--- config.mk ---
export PLATFORM = sky130hd
export DESIGN_NAME = cpu_mem_arbiter
export DESIGN_NICKNAME = d
export VERILOG_FILES = /design/src/rtl/cpu_mem_arbiter.sv
export SDC_FILE = /design/constraint.sdc
export NUM_CORES = 1
export LEC_CHECK = 0
export BUFFER_PORTS_ARGS = -buffer_cell sky130_fd_sc_hd__buf_2
export CELL_PAD_IN_SITES_DETAIL_PLACEMENT = 1
export CELL_PAD_IN_SITES_GLOBAL_PLACEMENT = 2
export CORE_MARGIN = 5
export CORE_UTILIZATION = 13
export CTS_CLUSTER_DIAMETER = 60
export DETAILED_ROUTE_END_ITERATION = 10
export GPL_ROUTABILITY_DRIVEN = 0
export PLACE_DENSITY_LB_ADDON = 0.1
export SLEW_MARGIN = 20
export SYNTH_ARGS = -nofsm -noshare
export SYNTH_HDL_FRONTEND = slang
export SYNTH_SLANG_ARGS = --single-unit
--- constraint.sdc ---
create_clock -name clk -period 3.6 [get_ports clk]
set_input_delay 0.54 -clock clk [delete_from_list [all_inputs] [get_ports clk]]
set_output_delay 0.54 -clock clk [all_outputs]
set_load 0.02 [all_outputs]
--- src/rtl/cpu_mem_arbiter.sv ---
// cpu_mem_arbiter: shares one single-port synchronous data RAM between the
// instruction-fetch stage, the memory-access stage and the debug read port.
// One access is granted per cycle and read data returns one cycle later.
// The debug port has a starvation guard, so its reads always complete while
// the CPU is running.
module cpu_mem_arbiter #(
  parameter int AW           = 10,
  parameter int DW           = 32,
  parameter int STARVE_LIMIT = 8
) (
  input  logic          clk,
  input  logic          rst,
  input  logic          if_req,
  input  logic [AW-1:0] if_addr,
  output logic          if_gnt,
  output logic          if_rvalid,
  output logic [DW-1:0] if_rdata,
  input  logic          mem_req,
  input  logic          mem_we,
  input  logic [AW-1:0] mem_addr,
  input  logic [DW-1:0] mem_wdata,
  output logic          mem_gnt,
  output logic          mem_rvalid,
  output logic [DW-1:0] mem_rdata,
  input  logic          dbg_req,
  input  logic [AW-1:0] dbg_addr,
  output logic          dbg_gnt,
  output logic          dbg_rvalid,
  output logic [DW-1:0] dbg_rdata,
  output logic          ram_en,
  output logic          ram_we,
  output logic [AW-1:0] ram_addr,
  output logic [DW-1:0] ram_wdata,
  input  logic [DW-1:0] ram_rdata
);

  typedef enum logic {
    ARB_NORM,
    ARB_DBG_FORCE
  } arb_state_e;

  typedef enum logic [1:0] {
    OWN_NONE,
    OWN_IF,
    OWN_MEM,
    OWN_DBG
  } owner_e;

  localparam logic [7:0] LIMIT = 8'(STARVE_LIMIT);

  arb_state_e state_q, state_d;
  owner_e     owner_q, owner_d;
  logic [7:0] starve_cnt_q, starve_cnt_d;
  logic       grant_if, grant_mem, grant_dbg;

  // Pick at most one winner; debug jumps the queue only once it has starved.
  always_comb begin
    grant_if  = 1'b0;
    grant_mem = 1'b0;
    grant_dbg = 1'b0;
    if (!rst) begin
      if (state_q == ARB_DBG_FORCE && dbg_req) begin
        grant_dbg = 1'b1;
      end else if (mem_req) begin
        grant_mem = 1'b1;
      end else if (if_req) begin
        grant_if = 1'b1;
      end else if (dbg_req) begin
        grant_dbg = 1'b1;
      end
    end
  end

  // Steer the winner onto the RAM port; only a MEM winner may write.
  always_comb begin
    ram_en    = grant_if | grant_mem | grant_dbg;
    ram_we    = grant_mem & mem_we;
    ram_wdata = mem_wdata;
    ram_addr  = '0;
    if (grant_mem) begin
      ram_addr = mem_addr;
    end else if (grant_dbg) begin
      ram_addr = dbg_addr;
    end else if (grant_if) begin
      ram_addr = if_addr;
    end
  end

  // Next owner of the read data and next starvation/FSM state.
  always_comb begin
    owner_d = OWN_NONE;
    if (grant_if) begin
      owner_d = OWN_IF;
    end else if (grant_mem && !mem_we) begin
      owner_d = OWN_MEM;
    end else if (grant_dbg) begin
      owner_d = OWN_DBG;
    end

    starve_cnt_d = '0;
    state_d      = ARB_NORM;
    if (state_q == ARB_NORM && dbg_req && !grant_dbg) begin
      starve_cnt_d = (starve_cnt_q >= LIMIT) ? LIMIT : starve_cnt_q + 8'd1;
      if (starve_cnt_d == LIMIT) begin
        state_d = ARB_DBG_FORCE;
      end
    end
  end

  // Register FSM state, starvation count and read owner.
  always_ff @(posedge clk) begin
    if (rst) begin
      state_q      <= ARB_NORM;
      owner_q      <= OWN_NONE;
      starve_cnt_q <= '0;
    end else begin
      state_q      <= state_d;
      owner_q      <= owner_d;
      starve_cnt_q <= starve_cnt_d;
    end
  end

  assign if_gnt  = grant_if;
  assign mem_gnt = grant_mem;
  assign dbg_gnt = grant_dbg;

  // A read granted just before reset must not surface during reset either.
  assign if_rvalid  = !rst && (owner_q == OWN_IF);
  assign mem_rvalid = !rst && (owner_q == OWN_MEM);
  assign dbg_rvalid = !rst && (owner_q == OWN_DBG);

  assign if_rdata  = ram_rdata;
  assign mem_rdata = ram_rdata;
  assign dbg_rdata = ram_rdata;

endmodule

=== After elaboration in Yosys (flattened, before gate mapping) ===
Index checks and enable logic that the tools add are counted.
Widths: inputs -> output; s select.

* Bitwise logic cells: 5
* Add/subtract/negate cells: 1
* Multiplexer cells: 20
* Order comparisons: 1
* Reduce and logical (&&, ||, !) cells: 12
* Eq/ne operators: 4

{| class="wikitable"
|+ Operators by type and width
! operator !! count
|-
| $mux 10 || 3
|-
| $mux 1 || 14
|-
| $add 8x1->8 const B || 1
|-
| $eq 8x4->1 const B || 1
|-
| $ge 8x4->1 const B || 1
|-
| $mux 8 || 1
|-
| $logic_and 1x1->1 || 7
|-
| $eq 2x2->1 const B || 2
|-
| $mux 2 || 2
|-
| $reduce_or 2->1 || 2
|-
| $logic_not 1->1 || 3
|-
| $eq 2x1->1 const B || 1
|-
| $not 1->1 || 2
|-
| $or 1x1->1 || 2
|-
| $and 1x1->1 || 1
|}

* Flip-flop bits (word level): 11
* Word-level logic and storage cells: 47
* Input bits: 100
* Output and inout port bits: 146

=== Logic depth before layout (Yosys ltp) ===
Gate-level depths: netlist (run 1).

* Word-level depth: 9
* Depth in mapped cells: 6
* Depth with buffers taken out: 5

=== Least setup slack after synthesis (run 1) ===
Ideal clock, no wire load.

* Path type: input -> output
* From: input port mem_req
* To: output port ram_addr[1]
* Stages on the path: 5
* Buffers on the path: 1
* Data arrival time: 1.409 ns
* Slack: 1.651 ns
* Data required time: 3.060 ns
* Path through: nor2_1 > o21ai_2 > buf_6 > mux2i_1 > o21ai_1

* Cells in the longest elaborated chain, start to end: 6
* Elaborated cells on any way between the ends: 12
* Classes of those cells: 12 x mux

{| class="wikitable"
|+ RTL lines
! element !! line !! text
|-
| start: declaration || 18 || <nowiki>input logic mem_req,</nowiki>
|-
| $mux 1 || 64 || <nowiki>end else if (mem_req) begin</nowiki>
|-
| $mux 1 || 62 || <nowiki>if (state_q == ARB_DBG_FORCE && dbg_req) begin</nowiki>
|-
| $mux 1 || 61 || <nowiki>if (!rst) begin</nowiki>
|-
| $mux 10 || 84 || <nowiki>end else if (grant_if) begin</nowiki>
|-
| $mux 10 || 82 || <nowiki>end else if (grant_dbg) begin</nowiki>
|-
| $mux 10 * || 80 || <nowiki>if (grant_mem) begin</nowiki>
|-
| end: declaration || 32 || <nowiki>output logic [AW-1:0] ram_addr,</nowiki>
|}

Every way passes the cells marked *; elsewhere a longest branch is shown, timed or not.

=== Worst setup path in the final report (run 1) ===
* From: input port mem_req
* To: output port ram_addr[3]

Same word-level chain as after synthesis.

==> results of run 1 <==
## Yosys cell counts
cell,count
a21oi_1,3
a22oi_1,1
and3_1,1
and3b_1,2
buf_2,1
buf_4,128
buf_6,1
clkbuf_1,1
conb_1,1
dfxtp_1,11
ha_1,2
inv_1,4
inv_2,3
mux2i_1,9
nand2_1,13
nand2b_1,1
nand3_1,1
nand3_2,1
nor2_1,4
nor2_2,2
nor2_4,1
nor2b_4,1
nor3b_1,2
o21ai_1,12
o21ai_2,1
or3b_1,1
or4_4,1
xnor2_1,1
## state kept, by name, indices dropped and copies added (netlist names)
register      cells
starve_cnt_q      8
state_q           1
owner_q           2
## power by group through the flow
stage | sequential [mW] | combinational [mW] | clock [mW]
3_5_place_dp | 0.133 | 0.0918 | 0
4_1_cts | 0.131 | 0.0920 | 0.207
2_1_floorplan | 0.132 | 0.255 | 0
6_report | 0.131 | 0.0882 | 0.199
3_3_place_gp | 0.133 | 0.0919 | 0
5_1_grt | 0.131 | 0.0986 | 0.215
## cell type report
cell class              instances  area, sq um  share of cell area (%)
clock buffers                   4         78.8                    6.46
inverters                       7         26.3                    2.15
multi-input cells              64          412                    33.7
flip-flops and latches         11          220                    18.1
well taps                     168          210                    17.2
repair buffers                 54          273                    22.4
## final timing paths
check / startpoint / end / slack [ns] / cells after the start
setup / recovery: mem_req / ram_addr[3] / 1.12 / 6
hold / removal: starve_cnt_q[0] / starve_cnt_q[0] / 0.46 / 1
setup reg to reg: state_q / owner_q[1] / 2.21 / 2
hold reg to reg: starve_cnt_q[0] / starve_cnt_q[0] / 0.46 / 1
## per-stage QoR
| step | cells | setup slack, ns | utilization, % | cell area [sq um] |
|---|---|---|---|---|
| after CTS | 308 | 1.01 | 10.0 | 1220 |
| after floorplan | 213 | 1.65 | - | 1640 |
| after global routing | 308 | 0.862 | 10.0 | 1220 |
| after detailed placement | 304 | 1.01 | 9.38 | 1140 |
| after global placement | 304 | 1.06 | 9.38 | 1140 |
| final | 308 | 1.12 | 10.0 | 1220 |
## layer usage
metal / up-vias / wire length [microns]
met5: - / 0
met4: 0 / 230
met3: 42 / 343
met2: 35 / 1830
met1: 373 / 1290
li1: 384 / -
## kinds of logic after synthesis
| kind of cell | synth area share (%) |
|---|---|
| buf+inv | 61.9 |
| simple gates | 11.1 |
| compound gates | 5.61 |
| flops | 13.5 |
| mux | 5.53 |
| fa+ha+maj | 1.54 |
| other cells | 0.230 |
| xor+xnor | 0.538 |
==> flow_summary.ini, run 1 <==
[power_and_ir_drop]
ir_worst_vdd_mv = 0.104
swShare_pct = 25.2
seq_power_share_pct = 31.3
power_uw = 418
power.internal_uw = 313
leakage_nw = 0.600
power_frac_comb_pct = 21.1
clkPwrFrac_pct = 47.6
p_per_area_mw_per_mm2 = 343
power_switching_uw = 105

[logic_synthesis]
syn_area_sq_mm = 0.00163
syn_area_per_cell_sq_um = 7.75
synth_cell_type_count = 28
synth_top_area_share_pct = 59.0
synth_warnings = 0
synth_seq_cells = 11
synth.area.top_cells = buf_4 (59%), dfxtp_1 (14%), mux2i_1 (5.5%)
yosysTopAreaCell = buf_4
ys_seq_area_share_pct = 13.5
synthCells = 210

[critical_path]
worst_path_max_delay_cell = o21ai_2
crit_chain = buf_2 -> nor2_1 -> o21ai_2 -> mux2i_1 -> o21ai_1 -> buf_2
critPathRequiredTime_ns = 3.06
slowest_delay_ns = 0.65
path_delay_family = compound AO/OA/AOI/OAI gates
cpMostUsedCell = buf_2
arrival_ns = 1.94
start_kind = primary input
end_kind = output port
crit_fanout = 12
cp_num_buf_inv = 2
critical_path_class = primary input to output port

[final_layout]
nFillCells = 1457
area_delta_synth_final_pct = -25.1
final_cell_mix = buf_2 (53), nand2_1 (13), o21ai_1 (12), dfxtp_1 (11), mux2i_1 (9)
layout.nets = 243
final_common_cell = buf_2
antenna_cells = 0
drive_gt1_share_pct = 47.9

[detailed_routing]
ant_nets = 0
drc = 0
firstDrtPassIters = 3
viasPerCell = 2.71
drtIter0Drc = 7
vias = 834
wl_per_cell_microns = 12.0
totalWireLength_mm = 3.69

[global_routing]
grt.met2_usage_pct = 8.11
antenna_found_initial = 0
grt_max_degree = 13
first_global_vias = 983
grt-ovfl-total = 0
track_usage_pct = 4.70
use_met3_pct = 1.07
grt_pass1_wl_mm = 5.33
grt.busiest_layer = met2
grtUsageMet1_pct = 4.66

[sta]
slew-limit-headroom_pct = 44.0
rsz0062_at_grt = false
drv_slew = 0
fin_skew_ns = 0.00104
setup_viol = 0
max_freq_mhz = 404
min_period_ns = 2.48
worst-slew-pin-transition_ns = 0.840
fin_setup_tns_ns = 0
fin_crit_sh_pct = 68.8
finalHoldViolCount = 0
whs_ns = 0.457

[cts]
cts_resized = 0
htree_levels = 1
clockBufferDepth = 2
cts_tree = done
insertion_delay_ns = 0.23
cts_sinks = 11
root_buffer = clkbuf_16
holdBufCountCts = 0
post_cts_buffers = 0
numCtsBuffers = 3
clkTransAtPathRegs_ns = 0.04

[place]
io_buffers = 53
hpwl_mm = 3.12

[floorplanning]
start_util_pct = 13.4
dieArea_sq_mm = 0.0149
core_area_sq_mm = 0.0122
ioPinCount = 246
fp-row-count = 40
die_h_microns = 122
die_w_microns = 122

[hold_path]
hold_path_class = register to register

[status]
status = complete, no violations

[flow_run]
drv_cap = 0
Power figures use the tool's default switching activity.
==> run 2, diff against run 1 <==
--- a/config.mk
+++ b/config.mk
@@ -9,7 +9,7 @@
 export CELL_PAD_IN_SITES_DETAIL_PLACEMENT = 1
 export CELL_PAD_IN_SITES_GLOBAL_PLACEMENT = 2
 export CORE_MARGIN = 5
-export CORE_UTILIZATION = 13
+export CORE_UTILIZATION = 11
 export CTS_CLUSTER_DIAMETER = 60
 export DETAILED_ROUTE_END_ITERATION = 10
 export GPL_ROUTABILITY_DRIVEN = 0
==> constraint.sdc (replaced) <==
create_clock -name clk -period 2.2 [get_ports clk]
set_input_delay 0.33 -clock clk [delete_from_list [all_inputs] [get_ports clk]]
set_output_delay 0.33 -clock clk [all_outputs]
set_load 0.02 [all_outputs]
==> run 2 against run 1 <==
Effect of this change:
- sequential power is 63% higher
- clock power is 66% higher
- highest routed layer unchanged
- largest cell class unchanged
- cell count is 5.2% higher
==> flow_summary.ini, run 2 (synthesis results as in run 1) <==
[critical_path]
critical_path_class = register to output port
start_kind = register
end_kind = output port
crit_chain = a21oi_1 -> nand2_1 -> inv_2 -> a22oi_1 -> o21ai_1 -> buf_2
slowest_delay_ns = 0.35
cp_num_buf_inv = 2
critPathRequiredTime_ns = 1.87
worst_path_max_delay_cell = dfxtp_1
crit_fanout = 11
rrSetupSlack_ns = 0.85
arrival_ns = 1.58
path_delay_family = compound AO/OA/AOI/OAI gates

[cts]
cts_resized = 0
root_buffer = clkbuf_16
clkTransAtPathRegs_ns = 0.04
insertion_delay_ns = 0.24
holdBufCountCts = 0
numCtsBuffers = 3
cts_sinks = 11
post_cts_buffers = 0
clockBufferDepth = 2
htree_levels = 1
cts_tree = done

[global_routing]
grt-ovfl-total = 0
grt_max_degree = 13
use_met3_pct = 1.57
first_global_vias = 1002
grt.met2_usage_pct = 6.86
antenna_found_initial = 0
grtUsageMet1_pct = 4.12
track_usage_pct = 4.05
grt_pass1_wl_mm = 5.50
grt.busiest_layer = met2

[power_and_ir_drop]
power_switching_uw = 179
power_frac_comb_pct = 20.9
leakage_nw = 0.602
power_uw = 688
clkPwrFrac_pct = 48.0
swShare_pct = 26.0
ir_worst_vdd_mv = 0.176
power.internal_uw = 509
p_per_area_mw_per_mm2 = 554
seq_power_share_pct = 31.1

[sta]
worst-slew-pin-transition_ns = 0.572
drv_slew = 0
setup_slack_ns = 0.288
setup_viol = 0
finalHoldViolCount = 0
slew-limit-headroom_pct = 61.9
rsz0062_at_grt = false
max_freq_mhz = 523
min_period_ns = 1.91
fin_crit_sh_pct = 86.9
fin_setup_tns_ns = 0
fin_skew_ns = 0.00363
whs_ns = 0.308

[floorplanning]
fp-row-count = 44
dieArea_sq_mm = 0.0173
core_area_sq_mm = 0.0145
ioPinCount = 246
die_h_microns = 132
die_w_microns = 132
start_util_pct = 11.2

[flow_run]
drv_cap = 0

[final_layout]
antenna_cells = 0
regMostFlops = starve_cnt_q
nFillCells = 1776
layout.nets = 243
final_common_cell = buf_2
largest_reg_flops = 8
area_delta_synth_final_pct = -23.8
final_cell_mix = buf_2 (53), nand2_1 (13), o21ai_1 (12), dfxtp_1 (11), mux2i_1 (9)
top_regs = starve_cnt_q: 8 flops, owner_q: 2 flops, state_q: 1 flops
drive_gt1_share_pct = 48.6

[detailed_routing]
firstDrtPassIters = 2
vias = 825
totalWireLength_mm = 3.64
wl_per_cell_microns = 11.2
viasPerCell = 2.55
drtIter0Drc = 22
drc = 0
ant_nets = 0

[hold_path]
hold_path_class = primary input to register

[place]
hpwl_mm = 3.05
io_buffers = 53
pre_cts_ws_ns = 0.406

[status]
status = complete, no violations
## run 2: cell type report
class / count / area (sq um) / area share, %
inverter: 7 / 26.3 / 2.12
sequential: 11 / 220 / 17.7
tap: 184 / 230 / 18.5
multi-input combinational: 64 / 412 / 33.2
timing repair buffer: 54 / 273 / 22.0
clock buffer: 3 / 75.1 / 6.05
clock inverter: 1 / 5.00 / 0.403
## run 2: final timing paths
kind | from | end | depth (start not counted)
min | mem_we | owner_q[1] | 2
max | state_q | ram_addr[8] | 6
max reg2reg | starve_cnt_q[0] | state_q | 4
min reg2reg | starve_cnt_q[0] | starve_cnt_q[0] | 1
## run 2: worst register-to-register path, delay by kind of cell (launching register included)
| kind | cells | cell delay [ns] |
|---|---|---|
| AO/OA/AOI/OAI | 1 | 0.15 |
| flip-flops | 1 | 0.38 |
| adder cells (fa/ha/maj) | 1 | 0.30 |
| AND/OR/NAND/NOR | 1 | 0.37 |
| buffers and inverters | 1 | 0.07 |
## run 2: power by group through the flow
stage	Sequential, mW	Combinational (mW)	Clock [mW]
4_1_cts	0.214	0.149	0.342
6_report	0.214	0.144	0.330
3_5_place_dp	0.218	0.149	0
5_1_grt	0.215	0.161	0.355
2_1_floorplan	0.216	0.418	0
3_3_place_gp	0.218	0.150	0
## run 2: routing by layer
layer / vias up / wire (microns)
met2: 31 / 1750
met5: - / 0
met4: 0 / 179
met1: 376 / 1350
met3: 33 / 361
li1: 385 / -
## run 2: per-stage QoR
| step | instance area, sq um | util [%] | cells |
|---|---|---|---|
| floorplan | 1640 | - | 213 |
| global placement | 1160 | 7.99 | 320 |
| detailed placement | 1160 | 7.99 | 320 |
| CTS | 1240 | 8.54 | 324 |
| global route | 1240 | 8.54 | 324 |
| finish | 1240 | 8.54 | 324 |
==> run 3, diff against run 2 <==
--- a/config.mk
+++ b/config.mk
@@ -9,8 +9,9 @@
 export CELL_PAD_IN_SITES_DETAIL_PLACEMENT = 1
 export CELL_PAD_IN_SITES_GLOBAL_PLACEMENT = 2
 export CORE_MARGIN = 5
-export CORE_UTILIZATION = 11
+export CORE_UTILIZATION = 12
 export CTS_CLUSTER_DIAMETER = 60
+export CTS_CLUSTER_SIZE = 28
 export DETAILED_ROUTE_END_ITERATION = 10
 export GPL_ROUTABILITY_DRIVEN = 0
 export PLACE_DENSITY_LB_ADDON = 0.1
==> constraint.sdc (replaced) <==
create_clock -name clk -period 2.1 [get_ports clk]
set_input_delay 0.315 -clock clk [delete_from_list [all_inputs] [get_ports clk]]
set_output_delay 0.315 -clock clk [all_outputs]
set_load 0.02 [all_outputs]
==> run 3 against run 2 <==
Effect of this change:
- design area decreased by 0.30%
- sequential power increased by 5%
- non-clock buffer count unchanged
- critical path type unchanged
- largest cell class unchanged
==> flow_summary.ini, run 3 (synthesis results as in run 1) <==
[place]
io_buffers = 53
hpwl_mm = 3.16
place_area_sq_mm = 0.00115

[detailed_routing]
drc = 0
ant_nets = 0
drtIter0Drc = 10
totalWireLength_mm = 3.71
firstDrtPassIters = 2
wl_per_cell_microns = 11.7
viasPerCell = 2.65
vias = 837

[final_layout]
seq_area_sq_um = 220
top_regs = starve_cnt_q: 8 flops, owner_q: 2 flops, state_q: 1 flops
drive_gt1_share_pct = 50.0
regMostFlops = starve_cnt_q
layout.nets = 243
fin_area_sq_mm = 0.00124
final_common_cell = buf_2
nFillCells = 1593
area_delta_synth_final_pct = -24.0
final_cell_mix = buf_2 (53), nand2_1 (13), o21ai_1 (12), dfxtp_1 (11), mux2i_1 (9)
multi_input_area_sq_um = 418
antenna_cells = 0
largest_reg_flops = 8

[critical_path]
r2r-start = starve_cnt_q[0]
critical_path_class = register to output port
end_kind = output port
slowest_delay_ns = 0.36
arrival_ns = 1.56
critPathRequiredTime_ns = 1.78
crit_start = state_q
crit_chain = a21oi_2 -> nand2_1 -> inv_2 -> a22oi_1 -> o21ai_1 -> buf_2
start_kind = register
worst_path_max_delay_cell = dfxtp_1
crit_fanout = 11

[sta]
fin_crit_sh_pct = 89.2
min_period_ns = 1.87
max_freq_mhz = 534
rsz0062_at_grt = false
setup_viol = 0
finalHoldViolCount = 0
whs_ns = 0.345
fin_setup_tns_ns = 0
drv_slew = 0
fin_skew_ns = 0.00106

[power_and_ir_drop]
ir_worst_vdd_mv = 0.214
leakage_nw = 0.603
p_per_area_mw_per_mm2 = 583

[global_routing]
first_global_vias = 1017
grt-ovfl-total = 0
antenna_found_initial = 0
track_usage_pct = 4.42
grt_pass1_wl_mm = 5.57
grt_max_degree = 13

[cts]
cts_sinks = 11
clockBufferDepth = 2
clkTransAtPathRegs_ns = 0.04
insertion_delay_ns = 0.23
htree_levels = 1
root_buffer = clkbuf_16
cts_tree = done
numCtsBuffers = 3
post_cts_buffers = 0

[floorplanning]
die_h_microns = 126
fp-row-count = 42
die_w_microns = 126
core_area_sq_mm = 0.0133
ioPinCount = 246
start_util_pct = 12.2
dieArea_sq_mm = 0.0160

[hold_path]
hold_path.startpoint = mem_we
hold_path_class = primary input to register

[flow_run]
drv_cap = 0

[status]
status = complete, no violations
==> run 3: critical path: cells and delay by family (launching register included) <==
family	cells	cell delay, ns
buffers and inverters	2	0.42
DFF	1	0.36
and+or+nand+nor	1	0.13
AOI/OAI and AO/OA	3	0.42
==> run 3: what timing repair did <==
| item | CTS | global route |
|---|---|---|
| hold buffers | 0 | 0 |
| setup endpoints to repair | 0 | 8 |
| gates resized for setup | 0 | 2 |
==> run 3: where the power goes <==
part / internal [mW] / switching [mW] / total (mW)
combinational: 0.0632 / 0.0893 / 0.152
sequential: 0.219 / 0.00555 / 0.224
clock: 0.252 / 0.0920 / 0.344
total: 0.534 / 0.187 / 0.721
==> run 3: area by class of cell <==
cell class / instances / area share (%)
Timing Repair Buffer: 54 / 22.0
Multi-Input combinational cell: 64 / 33.8
Clock inverter: 1 / 0.404
Tap cell: 176 / 17.8
Clock buffer: 3 / 6.07
Sequential cell: 11 / 17.8
Inverter: 7 / 2.12
==> run 3: worst paths after layout <==
kind                                         to  slack [ns]  cells past startpoint
worst min register to register  starve_cnt_q[0]        0.47                      1
worst max-delay path                ram_addr[8]        0.23                      6
worst max register to register          state_q        0.74                      4
worst min-delay path                 owner_q[1]        0.35                      2
==> run 3: through the flow <==
step / instances / worst slack, ns / power [mW] / util, %
floorplan: 213 / 0.594 / 0.664 / -
global placement: 312 / 0.329 / 0.383 / 8.66
detailed placement: 312 / 0.263 / 0.384 / 8.66
CTS: 316 / 0.106 / 0.736 / 9.26
global route: 316 / 0.0201 / 0.761 / 9.31
finish: 316 / 0.226 / 0.721 / 9.31
==> run 3: routing by layer <==
layer	vias up	global-route usage (%)	wire (microns)
met5	-	0	0
met4	0	3.60	223
met3	41	1.09	312
met2	40	7.78	1940
met1	366	4.38	1240
li1	390	-	-
